`config.mk`:
```
export PLATFORM = sky130hd
export DESIGN_NAME = sa_phase_sequencer
export DESIGN_NICKNAME = d
export VERILOG_FILES = /design/src/rtl/sa_phase_sequencer.sv
export SDC_FILE = /design/constraint.sdc
export NUM_CORES = 1
export LEC_CHECK = 0
export CAP_MARGIN = 40
export CELL_PAD_IN_SITES_DETAIL_PLACEMENT = 2
export CELL_PAD_IN_SITES_GLOBAL_PLACEMENT = 2
export CORE_ASPECT_RATIO = 1.4
export CORE_MARGIN = 2
export CORE_UTILIZATION = 27
export DETAILED_ROUTE_END_ITERATION = 8
export GPL_ROUTABILITY_DRIVEN = 0
export PLACE_DENSITY = 0.81
export SETUP_SLACK_MARGIN = 0.5
export SYNTH_ARGS = -nofsm -noshare
export SYNTH_HDL_FRONTEND = slang
export SYNTH_SLANG_ARGS = --single-unit
export TNS_END_PERCENT = 50
```
`constraint.sdc`:
```
create_clock -name clk -period 3 [get_ports clk]
set_clock_uncertainty 0.15 [all_clocks]
set_input_delay 0.75 -clock clk [delete_from_list [all_inputs] [get_ports clk]]
set_output_delay 0.75 -clock clk [all_outputs]
set_load 0.02 [all_outputs]
```
`src/rtl/sa_phase_sequencer.sv`:
```
// Phase sequencer for the NxN systolic array: weight load, skewed activation feed
// and output drain for each start request, then a single-cycle done pulse.
module sa_phase_sequencer #(
    parameter int N  = 64,
    parameter int CW = 8
) (
    input  logic          clk,
    input  logic          rstn,
    input  logic          start,
    input  logic          skip_load,
    input  logic          abort,
    output logic          busy,
    output logic          done,
    output logic [2:0]    phase,
    output logic [CW-1:0] cycle_cnt,
    output logic          w_load_en,
    output logic [CW-1:0] w_addr,
    output logic          a_feed_en,
    output logic [CW-1:0] a_addr,
    output logic          acc_clr,
    output logic          out_valid,
    output logic [CW-1:0] out_row
);

    typedef enum logic [2:0] {
        IDLE  = 3'd0,
        LOAD  = 3'd1,
        FEED  = 3'd2,
        DRAIN = 3'd3,
        DONE  = 3'd4
    } state_t;

    localparam logic [CW-1:0] CNT_N    = CW'(N);
    localparam logic [CW-1:0] CNT_LAST = CW'(N - 1);
    localparam logic [CW-1:0] CNT_DRN  = CW'(2 * N - 1);

    state_t        state, nstate;
    logic [CW-1:0] cnt, ncnt;

    always_comb begin
        nstate = state;
        ncnt   = cnt + CW'(1);
        case (state)
            IDLE: begin
                ncnt = '0;
                if (start) nstate = skip_load ? FEED : LOAD;
            end
            LOAD:  if (cnt == CNT_LAST) begin nstate = FEED;  ncnt = '0; end
            FEED:  if (cnt == CNT_LAST) begin nstate = DRAIN; ncnt = '0; end
            DRAIN: if (cnt == CNT_DRN)  begin nstate = DONE;  ncnt = '0; end
            DONE: begin
                nstate = IDLE;
                ncnt   = '0;
            end
            default: begin
                nstate = IDLE;
                ncnt   = '0;
            end
        endcase
        // abort outranks start and every phase transition
        if (abort) begin
            nstate = IDLE;
            ncnt   = '0;
        end
    end

    // Outputs are decoded from the next state so every strobe leaves a flop.
    always_ff @(posedge clk or negedge rstn) begin
        if (!rstn) begin
            state     <= IDLE;
            cnt       <= '0;
            busy      <= 1'b0;
            done      <= 1'b0;
            phase     <= 3'd0;
            cycle_cnt <= '0;
            w_load_en <= 1'b0;
            w_addr    <= '0;
            a_feed_en <= 1'b0;
            a_addr    <= '0;
            acc_clr   <= 1'b0;
            out_valid <= 1'b0;
            out_row   <= '0;
        end else begin
            state     <= nstate;
            cnt       <= ncnt;
            busy      <= (nstate != IDLE);
            done      <= (nstate == DONE);
            phase     <= nstate;
            cycle_cnt <= ncnt;
            w_load_en <= (nstate == LOAD);
            w_addr    <= (nstate == LOAD) ? ncnt : '0;
            a_feed_en <= (nstate == FEED);
            a_addr    <= (nstate == FEED) ? ncnt : '0;
            acc_clr   <= (nstate == FEED) && (ncnt == '0);
            // rows emerge only in the second half of the drain, after the skew settles
            out_valid <= (nstate == DRAIN) && (ncnt >= CNT_N);
            out_row   <= ((nstate == DRAIN) && (ncnt >= CNT_N)) ? ncnt - CNT_N : '0;
        end
    end

endmodule
```
==> key figures <==
Status
  • Status: finished clean

Routing
  • Final Routed Wirelength: 6250 um
  • Detail Route Antenna Nets: 0
  • Iteration-0 DRC Markers: 34
  • Via density: 4.88
  • Wire length per cell: 20.4 um
  • First-pass DRT Iterations: 4
  • DR vias: 1498
  • DR DRC count: 0

Power
  • Power Total: 1.15 mW
  • P_leak: 1.20 nW
  • Pwr dens: 418 nW/um^2
  • Worst vdd ir: 0.204 mV

Setup path
  • Crit path from: abort
  • CP startpoint kind: input port
  • Kind of critical path: input port to flop
  • R2R setup slack: about 0.41 ns
  • CP Capture Type: flop
  • RR Startpoint: cnt[0]
  • CP max FO: 8
  • Reg-to-Reg End: out_row[0]
  • Crit path to: out_row[0]
  • CP Data Arrival Time: around 2.7 ns
  • Reg2reg path depth: 11
  • Critical Path RT: 3.06 ns

Timing
  • Final Slew Violations: 0
  • Tmin final: ~2.6 ns
  • Finish-stage setup viols: 0
  • Fmax: 384 MHz
  • Fin crit share: 0.869
  • RSZ-0062 raised after global routing: yes
  • Hold Vio Cnt, Final: 0
  • Slew headroom: 0.652
  • Least-Margin Pin Slew: approximately 0.52 ns
  • Setup ws final: a little under 0.4 ns

Die
  • Core area: 6530 sq um
  • Starting density of the core: 0.276
  • Std-Cell Rows: 35
  • I/O pin total: 46
  • Die width: ~73 um
  • Die area: 7340 sq um
  • Die Y: slightly above 100 um

Yosys
  • Fraction of the yosys area taken by sequential cells: 0.570
  • Synth cell types: 43
  • Number of synthesized register bits: 41
  • Synth Area in Compound Gates: 0.129
  • Syn avg cell area: 11.2 sq um
  • Syn. warnings: 0
  • Post-synthesis net count: about 170
  • Largest family of logic cells by synthesized area: simple AND/OR/NAND/NOR gates
  • Mapped Area: 1800 sq um
  • EDFF count, synth: 0
  • Top_reg_cell synth: dfrtp_1
  • Post-synthesis adder-cell area fraction: 0.0209
  • Synth Area in Simple Gates: 0.186
  • Cells after Synth: 161
  • Post-synth ARST share: 1.00
  • Xor/xnor cell area share of the yosys netlist: 0.0341
  • Post-synthesis mux area share: 0

Placement
  • Placed wire-length estimate: between 4000 and 5000 um
  • Post-place setup slack: -0.216 ns
  • Placement Cell Area: 2520 sq um
  • Port Buffers: 45

Global route
  • Initial antenna violation count: 0
  • Vias in the first global route: 1759
  • Largest net degree at the start of global routing: 27
  • Grt ovf: 0
  • Total track usage: 0.181
  • First-pass GRT wire length: approximately 9800 um

Clock tree
  • Root Buffer: clkbuf_8
  • Clock latency at the later pin of the worst-skew pair: 0.30 ns
  • CTS clk-pin slew, worst paths: 0.09 ns
  • Clock tree buffer depth: 2
  • CTS Sinks: 41
  • Cts hold-fix bufs: 0
  • CTS tree: yes
  • CTS H-tree depth: 2
  • Cts bufs inserted: 5

Layout
  • Ant. Diodes: 0
  • FILL cells: 681
  • Multi-input logic area: between 700 and 800 sq um
  • Fraction of layout cells with a size suffix above 1: 0.326
  • Nets: 240
  • Synth-to-Final Area Change: 53.0%
  • Finished layout cell area: 2750 sq um
  • Register Area: 1030 sq um

Run
  • Max_cap viols: 0

Min path
  • Hold WC Path Type: input port to asynchronous set/reset pin
==> worst max-delay path, stage by stage <==
cell	delay, ns
dlygate4sd2_1	0.25
or2_4	0.27
a211oi_4	0.20
a21oi_4	0.05
nand2b_4	0.18
ha_4	0.18
inv_4	0.05
a41oi_2	0.03
a32oi_2	0.28
o311ai_4	0.24
nor3_2	0.17
==> layer usage <==
metal / part of all wire / track usage / vias up
met5: 0 / 0 / -
met4: 0.016 / 0.0598 / 0
met1: 0.38 / 0.205 / 779
met2: 0.57 / 0.328 / 35
li1: - / - / 677
met3: 0.033 / 0.0400 / 7
==> synth_stat cells (2+ instances only) <==
master | instances | area share
and3_1 | 2 | 0.0070
buf_2 | 4 | 0.011
dfrtp_1 | 41 | 0.57
or2_2 | 2 | 0.0070
nor4b_1 | 2 | 0.0097
o21ai_0 | 6 | 0.017
buf_4 | 3 | 0.013
nand2_1 | 3 | 0.0063
clkbuf_1 | 2 | 0.0042
nor2_1 | 27 | 0.056
nand2b_1 | 4 | 0.014
ha_1 | 3 | 0.021
a31oi_1 | 3 | 0.010
xor2_1 | 2 | 0.0097
nand3_1 | 3 | 0.0083
inv_1 | 15 | 0.031
xnor2_1 | 5 | 0.024
a21oi_1 | 2 | 0.0056
nor3_1 | 8 | 0.022
==> power breakdown <==
part	internal [mW]	total, mW	leakage (nW)	switching (mW)
clock network	0.187	0.395	0.0512	0.208
registers	0.564	0.570	0.558	0.00608
logic	0.0745	0.185	0.595	0.110
==> sequential cells by signal, indices dropped and copies added (netlist names) <==
name	count
busy	1
out_valid	1
a_addr	8
a_feed_en	1
out_row	8
w_load_en	1
cnt	8
state	3
w_addr	8
acc_clr	1
done	1
==> area by class of cell <==
cell class | instances | area share
Timing Repair Buffer | 73 | 0.245
Inverter | 15 | 0.0214
Multi-Input combinational cell | 96 | 0.290
Clock buffer | 6 | 0.0300
Sequential cell | 41 | 0.375
Tap cell | 74 | 0.0336
Clock inverter | 2 | 0.00500
==> cell usage in the layout, fill, tap and decap left out, types with 2 or more instances in the layout <==
master           netlist  routed
and3_1                 2       2
buf_6                  0       2
dfrtp_2                0       6
clkdlybuf4s50_1        0      43
dfrtp_1               41      35
nand2b_1               4       3
xnor2_1                5       4
a21oi_1                2       2
a31oi_1                3       3
o21ai_0                6       6
nor3_1                 8       6
or2_4                  0       2
nor2_2                 1       2
nand3_1                3       2
ha_4                   0       3
nand2_1                3       2
nor3_2                 1       3
buf_4                  3      25
xor2_1                 2       2
clkbuf_8               0       6
nor2_1                27      25
inv_1                 15      13
==> worst min path at each step <==
stage / depth (start not counted) / slack (ns) / to
2_1_floorplan: 0 / 0.30 / a_addr[0]
3_3_place_gp: 2 / 0.47 / cnt[0]
3_5_place_dp: 2 / 0.48 / w_addr[0]
4_1_cts: 1 / 0.22 / cnt[7]
5_1_grt: 1 / 0.23 / out_row[6]
6_report: 1 / 0.21 / cnt[7]
==> logic make-up (layout without fill, tap and decap cells) <==
group	count (synthesis)	in the layout
flip-flops	41	41
adder cells (fa/ha/maj)	3	3
AND/OR/NAND/NOR	62	62
XOR/XNOR	7	7
AO/OA/AOI/OAI	24	24
buffers and inverters	24	96
==> stage by stage <==
step	hold slack [ns]	utilization	cells	setup TNS (ns)
finish	0.212	0.422	307	0
global placement	0.465	0.383	287	-0.183
CTS	0.218	0.414	305	0
detailed placement	0.483	0.386	288	-1.04
global route	0.230	0.422	307	0
floorplan	0.304	-	161	0
==> timing repair <==
action / 4_1_cts / 5_1_grt
resized for setup: 8 / 9
endpoints found under the setup margin: 10 / 21
setup buffers: 9 / 2
pin swaps: 6 / 5
Power figures use the tool's default switching activity.
==> edit 1, RTL diff (same settings) <==
Put one more register stage on the output `w_addr`. The value now appears one clock later. The other outputs are not delayed to match.
--- a/src/rtl/sa_phase_sequencer.sv
+++ b/src/rtl/sa_phase_sequencer.sv
@@ -33,6 +33,8 @@
     localparam logic [CW-1:0] CNT_N    = CW'(N);
     localparam logic [CW-1:0] CNT_LAST = CW'(N - 1);
     localparam logic [CW-1:0] CNT_DRN  = CW'(2 * N - 1);
+
+    logic [CW-1:0] w_addr_s0;
 
     state_t        state, nstate;
     logic [CW-1:0] cnt, ncnt;
@@ -74,7 +76,7 @@
             phase     <= 3'd0;
             cycle_cnt <= '0;
             w_load_en <= 1'b0;
-            w_addr    <= '0;
+            w_addr_s0 <= '0;
             a_feed_en <= 1'b0;
             a_addr    <= '0;
             acc_clr   <= 1'b0;
@@ -88,7 +90,7 @@
             phase     <= nstate;
             cycle_cnt <= ncnt;
             w_load_en <= (nstate == LOAD);
-            w_addr    <= (nstate == LOAD) ? ncnt : '0;
+            w_addr_s0 <= (nstate == LOAD) ? ncnt : '0;
             a_feed_en <= (nstate == FEED);
             a_addr    <= (nstate == FEED) ? ncnt : '0;
             acc_clr   <= (nstate == FEED) && (ncnt == '0);
@@ -98,4 +100,8 @@
         end
     end
 
+    always_ff @(posedge clk) begin
+        w_addr <= w_addr_s0;
+    end
+
 endmodule
Function: changed (a bounded check fails within 4 cycles, from zero or initial values and one cycle with rstn low).
==> edit 1 against the original RTL <==
Via count rose by 2.4%. Worst setup slack improved by 0.061 ns. Synthesized area rose by 8.9%. Routed wire length fell by 2.8%. Total power rose by 24%. Core utilization rose by 0.36 points. Design area rose by 7.9%. Combinational power fell by 4%. Sequential cell count rose by 8. Maximum frequency rose by 2.4%. Sequential power rose by 19%. Count of clock-buffer cells in the layout fell by 1.
==> edit 1: results (changes against the original RTL) <==
| Metric | Value |
|---|---|
| Status | finished, final reports clean |
| Slew Limit Headroom | 0.6714 (+0.01903) |
| Fraction of registers with async set/reset | 0.8367 (-0.1633) |
| Reg2reg path depth | 10 (-1) |
| Post-Synthesis Cells | 169 (+5.0%) |
| Final HPWL DP | 4350 um (+1.8%) |
| Via count | 1,534 (+2.4%) |
| Cell variety after synth | 44 (+2.3%) |
| DRT iter0 DRCs | 67 (+97%) |
| Synth Area in XOR/XNOR | 0.03129 (-0.002785) |
| Nets@finish | 249 (+3.8%) |
| Worst reg2reg path endpoint | out_row[1] |
| Compound-gate portion of the synthesized area | 0.1188 (-0.01057) |
| Internal power | 1.081 mW (+31%) |
| Syn Nets | 177 (+4.7%) |
| Reg2Reg Setup Slack | 0.45 ns (+0.04 ns) |
| ANT cells | 0 (unchanged) |
| Tightest Hold Check Type | in2async |
| Share of cells above drive strength 1 | 0.2934 (-0.03279) |
| Largest cells by area after synthesis | dfrtp_1, dfxtp_1, nor2_1 |
| Leakage | 1.288 nW (+7.1%) |
| DP Area | 2711 sq um (+7.7%) |
| Total GRT Usage | 0.1589 (-0.02227) |
| Maximum VDD drop | 217.1 uV (+6.4%) |
| Adder-cell share of the synthesized area | 0.01916 (-0.001705) |
| Final Non-Filler Cells | 337 (+9.8%) |
| Post-synthesis sequential area ratio | 0.6054 (+0.03513) |
| Number of global-route vias before repair | 1,690 (-3.9%) |
| Top post-synthesis cells by count | dfrtp_1, nor2_1, inv_1, dfxtp_1, nor3_1 |
| Largest net degree at the start of global routing | 31 (+15%) |
| Placed Cells | 318 (+10%) |
| First-pass GRT wire length | 9515 um (-3.1%) |
| Wirelength per Cell | 18.02 um (-11%) |
-- edit 1: cell types whose count changed after synthesis, sizes merged --
cell	delta
dfxtp	+8
-- edit 1: timing repair --
| item | 4_1_cts | 5_1_grt |
|---|---|---|
| hold buffers | 0 | 0 |
| endpoints found under the setup margin | 15 | 23 |
| buffers inserted | 6 | 5 |
| pin swaps | 10 | 7 |
| cloned | 0 | 0 |
| resized for setup | 5 | 6 |
-- edit 1: power groups by stage --
stage,Clock [mW],Sequential [mW],Combinational [mW]
2_1_floorplan,0,0.708,0.0800
3_3_place_gp,0,0.693,0.165
3_5_place_dp,0,0.694,0.174
4_1_cts,0.580,0.681,0.177
5_1_grt,0.610,0.682,0.192
6_report,0.566,0.680,0.178
-- edit 1: routing by layer --
layer	wire (um)	vias to the layer above	track usage
met2	3453	40	0.3074
met3	222	8	0.03022
met1	2292	783	0.1669
met5	0	-	0
li1	-	703	-
met4	104	0	0.06234
-- edit 1: cells by family after synthesis --
group	count (synthesis)
buffers and inverters	24
adder cells (fa/ha/maj)	3
XOR/XNOR	7
flip-flops	49
AO/OA/AOI/OAI	24
AND/OR/NAND/NOR	62
-- edit 1: area by class of cell --
| cell class | instances | area, sq um |
|---|---|---|
| clock buffers | 5 | 68.82 |
| fillers | 721 | 4011 |
| multi-input cells | 96 | 782.0 |
| inverters | 15 | 58.81 |
| clock inverters | 3 | 68.82 |
| repair buffers | 74 | 681.9 |
| flip-flops and latches | 49 | 1191 |
| well taps | 95 | 118.9 |
-- edit 1: how the worst max path moves through the flow --
stage,cells past startpoint,slack (ns),start,to
3_3_place_gp,11,-0.04,abort,out_row[0]
5_1_grt,10,0.33,cnt[0],out_row[1]
3_5_place_dp,11,-0.13,abort,out_row[0]
2_1_floorplan,11,0.26,abort,out_row[0]
6_report,10,0.45,cnt[0],out_row[1]
4_1_cts,10,0.42,cnt[0],out_row[0]
-- edit 1: metrics by stage --
step,setup WS [ns],setup TNS [ns],hold slack (ns),power (mW)
2_1_floorplan,0.2568,0,0.1742,0.7884
3_3_place_gp,-0.04256,-0.04256,0.1747,0.8583
3_5_place_dp,-0.1337,-0.5284,0.1798,0.8681
4_1_cts,0.4153,0,0.1836,1.437
5_1_grt,0.3327,0,0.1847,1.484
6_report,0.4534,0,0.1743,1.424
-- edit 1: worst max-delay path, stage by stage, from the launching register on --
cell      delay (ns)
dfrtp_2         0.40
ha_4            0.15
nand2_2         0.05
or4_4           0.49
a21o_1          0.21
inv_1           0.11
ha_4            0.15
o31ai_1         0.10
a32oi_2         0.29
o311ai_4        0.23
nor2_1          0.15
==> edit 2, RTL diff (same flow settings) <==
Made on the original files. Change the parameter `CW` from 8 to 4.
--- a/src/rtl/sa_phase_sequencer.sv
+++ b/src/rtl/sa_phase_sequencer.sv
@@ -2,7 +2,7 @@
 // and output drain for each start request, then a single-cycle done pulse.
 module sa_phase_sequencer #(
     parameter int N  = 64,
-    parameter int CW = 8
+    parameter int CW = 4
 ) (
     input  logic          clk,
     input  logic          rstn,
Ports: changed (resized a_addr, cycle_cnt, out_row and w_addr); port bits go from 46 to 30. The function was not compared with the original's and may differ.
==> edit 2 against the original RTL <==
Synthesized cell count decreased by 47%. Synthesized area decreased by 43%. Sequential cell count decreased by 16. Total power decreased by 41%. Clock power decreased by 47%. Core utilization decreased by 3.3 points. Register-to-register slack improved by 0.44 ns. Design area decreased by 49%. Worst setup slack improved by 0.17 ns. Maximum frequency increased by 7.1%. Routed wire length decreased by 60%. Count of clock-buffer cells in the layout decreased by 3. Cell count decreased by 48%. Sequential power decreased by 36%. Largest power group unchanged.
==> edit 2: results (changes against the original RTL) <==
| Metric | Value |
|---|---|
| First-pass GRT wire length | 4298 um (-56%) |
| Top post-synthesis cells by count | dfrtp_1, nor3_1, nor2_1, nand2_1 |
| Worst reg2reg path endpoint | state[0] |
| Max stage delay on crit path | 0.69 ns (+0.41 ns) |
| Worst-Skew Late Latency | 0.27 ns (-0.03 ns) |
| Syn Nets | 92 (-46%) |
| Synth Area in XOR/XNOR | 0.02555 (-0.008528) |
| Wirelength per Cell | 15.64 um (-23%) |
| H-tree levels | 1 (-1) |
| Num CTS Buffers | 3 (-2) |
| Max Fanout on Critical Path | 12 (+4) |
| Wire length on met2 | 1304 um (-63%) |
| Initial cell density of the core | 0.2823 (+0.006537) |
| Compound-gate portion of the synthesized area | 0.1350 (+0.005690) |
| Leakage | 0.6014 nW (-50%) |
| Reg2reg path depth | 4 (-7) |
| Largest net degree at the start of global routing | 26 (-3.7%) |
| Antenna violations before repair | 0 (unchanged) |
| M1 wire length | 1009 um (-58%) |
| DRT iter0 DRCs | 3 (-91%) |
| Pre-antenna DRT Iters | 3 (-1) |
| Cell variety after synth | 30 (-30%) |
| GR Layer Usage met2 | 0.2129 (-0.1155) |
| Met3 WL | 115 um (-45%) |
| Post-CTS Setup Bufs | 0 (-9) |
| Tightest Hold Check Type | reg2reg |
| Largest cells by area after synthesis | dfrtp_1, nor3_1, nor2_1 |
| PortBufs | 29 (-36%) |
| Post-synthesis mux area share | 0 (unchanged) |
| Number of global-route vias before repair | 883 (-50%) |
| Nets@finish | 125 (-48%) |
| Post-CTS Resized | 0 (-8) |
| Critical path's slowest cell | clkdlybuf4s50_1 |
| Adder-cell share of the synthesized area | 0.01217 (-0.008697) |
| Total GRT Usage | 0.1271 (-0.05409) |
| Met3 GRT Util | 0.02698 (-0.01302) |
| Reg2Reg Setup Slack | 0.85 ns (+0.44 ns) |
| Final HPWL DP | 1891 um (-56%) |
| Post-synthesis sequential area ratio | 0.6083 (+0.03804) |
| # fillers | 413 (-39%) |
| Maximum VDD drop | 239.3 uV (+17%) |
| Final ANT Viol Nets | 0 (unchanged) |
| Status | finished, final reports clean |
| Yosys top cell area share | 0.6083 (+0.03804) |
| Met1 GRT Util | 0.1502 (-0.05524) |
| Reg2reg start | cnt[0] |
==> edit 2: changes by cell type after synthesis, moves of 3 or more <==
cell      before  now
nor2_1        27    8
dfrtp_1       41   25
inv_1         15    3
o21ai_0        6    0
nand2b_1       4    0
a31oi_1        3    0
buf_4          3    0
==> edit 2: area by class of cell <==
cell class,count,area [sq um],share of cell area
Clock buffer,3,41.29,0.02915
Clock inverter,1,8.758,0.006184
Inverter,3,11.26,0.007951
Multi-Input combinational cell,55,370.4,0.2615
Sequential cell,25,626.9,0.4426
Tap cell,42,52.55,0.03710
Timing Repair Buffer,31,305.3,0.2155
==> edit 2: power breakdown <==
part	leakage, nW	internal, mW	switching (mW)
sequential	0.342	0.348	0.0147
clock	0.0261	0.0973	0.112
combinational	0.234	0.0467	0.0583
total	0.601	0.492	0.185
==> edit 2: how the worst max path moves through the flow <==
stage / start / to / slack [ns] / cells after the start
floorplan: cnt[0] / out_row[1] / 1.16 / 6
global placement: start / a_addr[2] / 0.66 / 5
detailed placement: start / a_addr[3] / 0.55 / 5
CTS: state[0] / phase[0] / 0.55 / 1
global route: state[0] / phase[0] / 0.49 / 1
finish: state[0] / phase[0] / 0.56 / 1
==> edit 2: worst register-to-register path, cell delays in order (launching register included) <==
cell and delay, ns:
dfrtp_1 0.55, ha_1 0.33, and3_1 0.50, a211oi_1 0.17, a2111oi_2 0.34
==> edit 2: per-stage QoR <==
step	setup slack [ns]	hold slack [ns]	utilization	cells	instance area (sq um)
2_1_floorplan	1.161	0.3044	-	86	1028
6_report	0.5648	0.4893	0.3887	160	1416
3_5_place_dp	0.5536	0.4837	0.3747	156	1365
5_1_grt	0.4944	0.5428	0.3887	160	1416
4_1_cts	0.5452	0.5010	0.3884	160	1415
3_3_place_gp	0.6620	0.4751	0.3747	156	1365
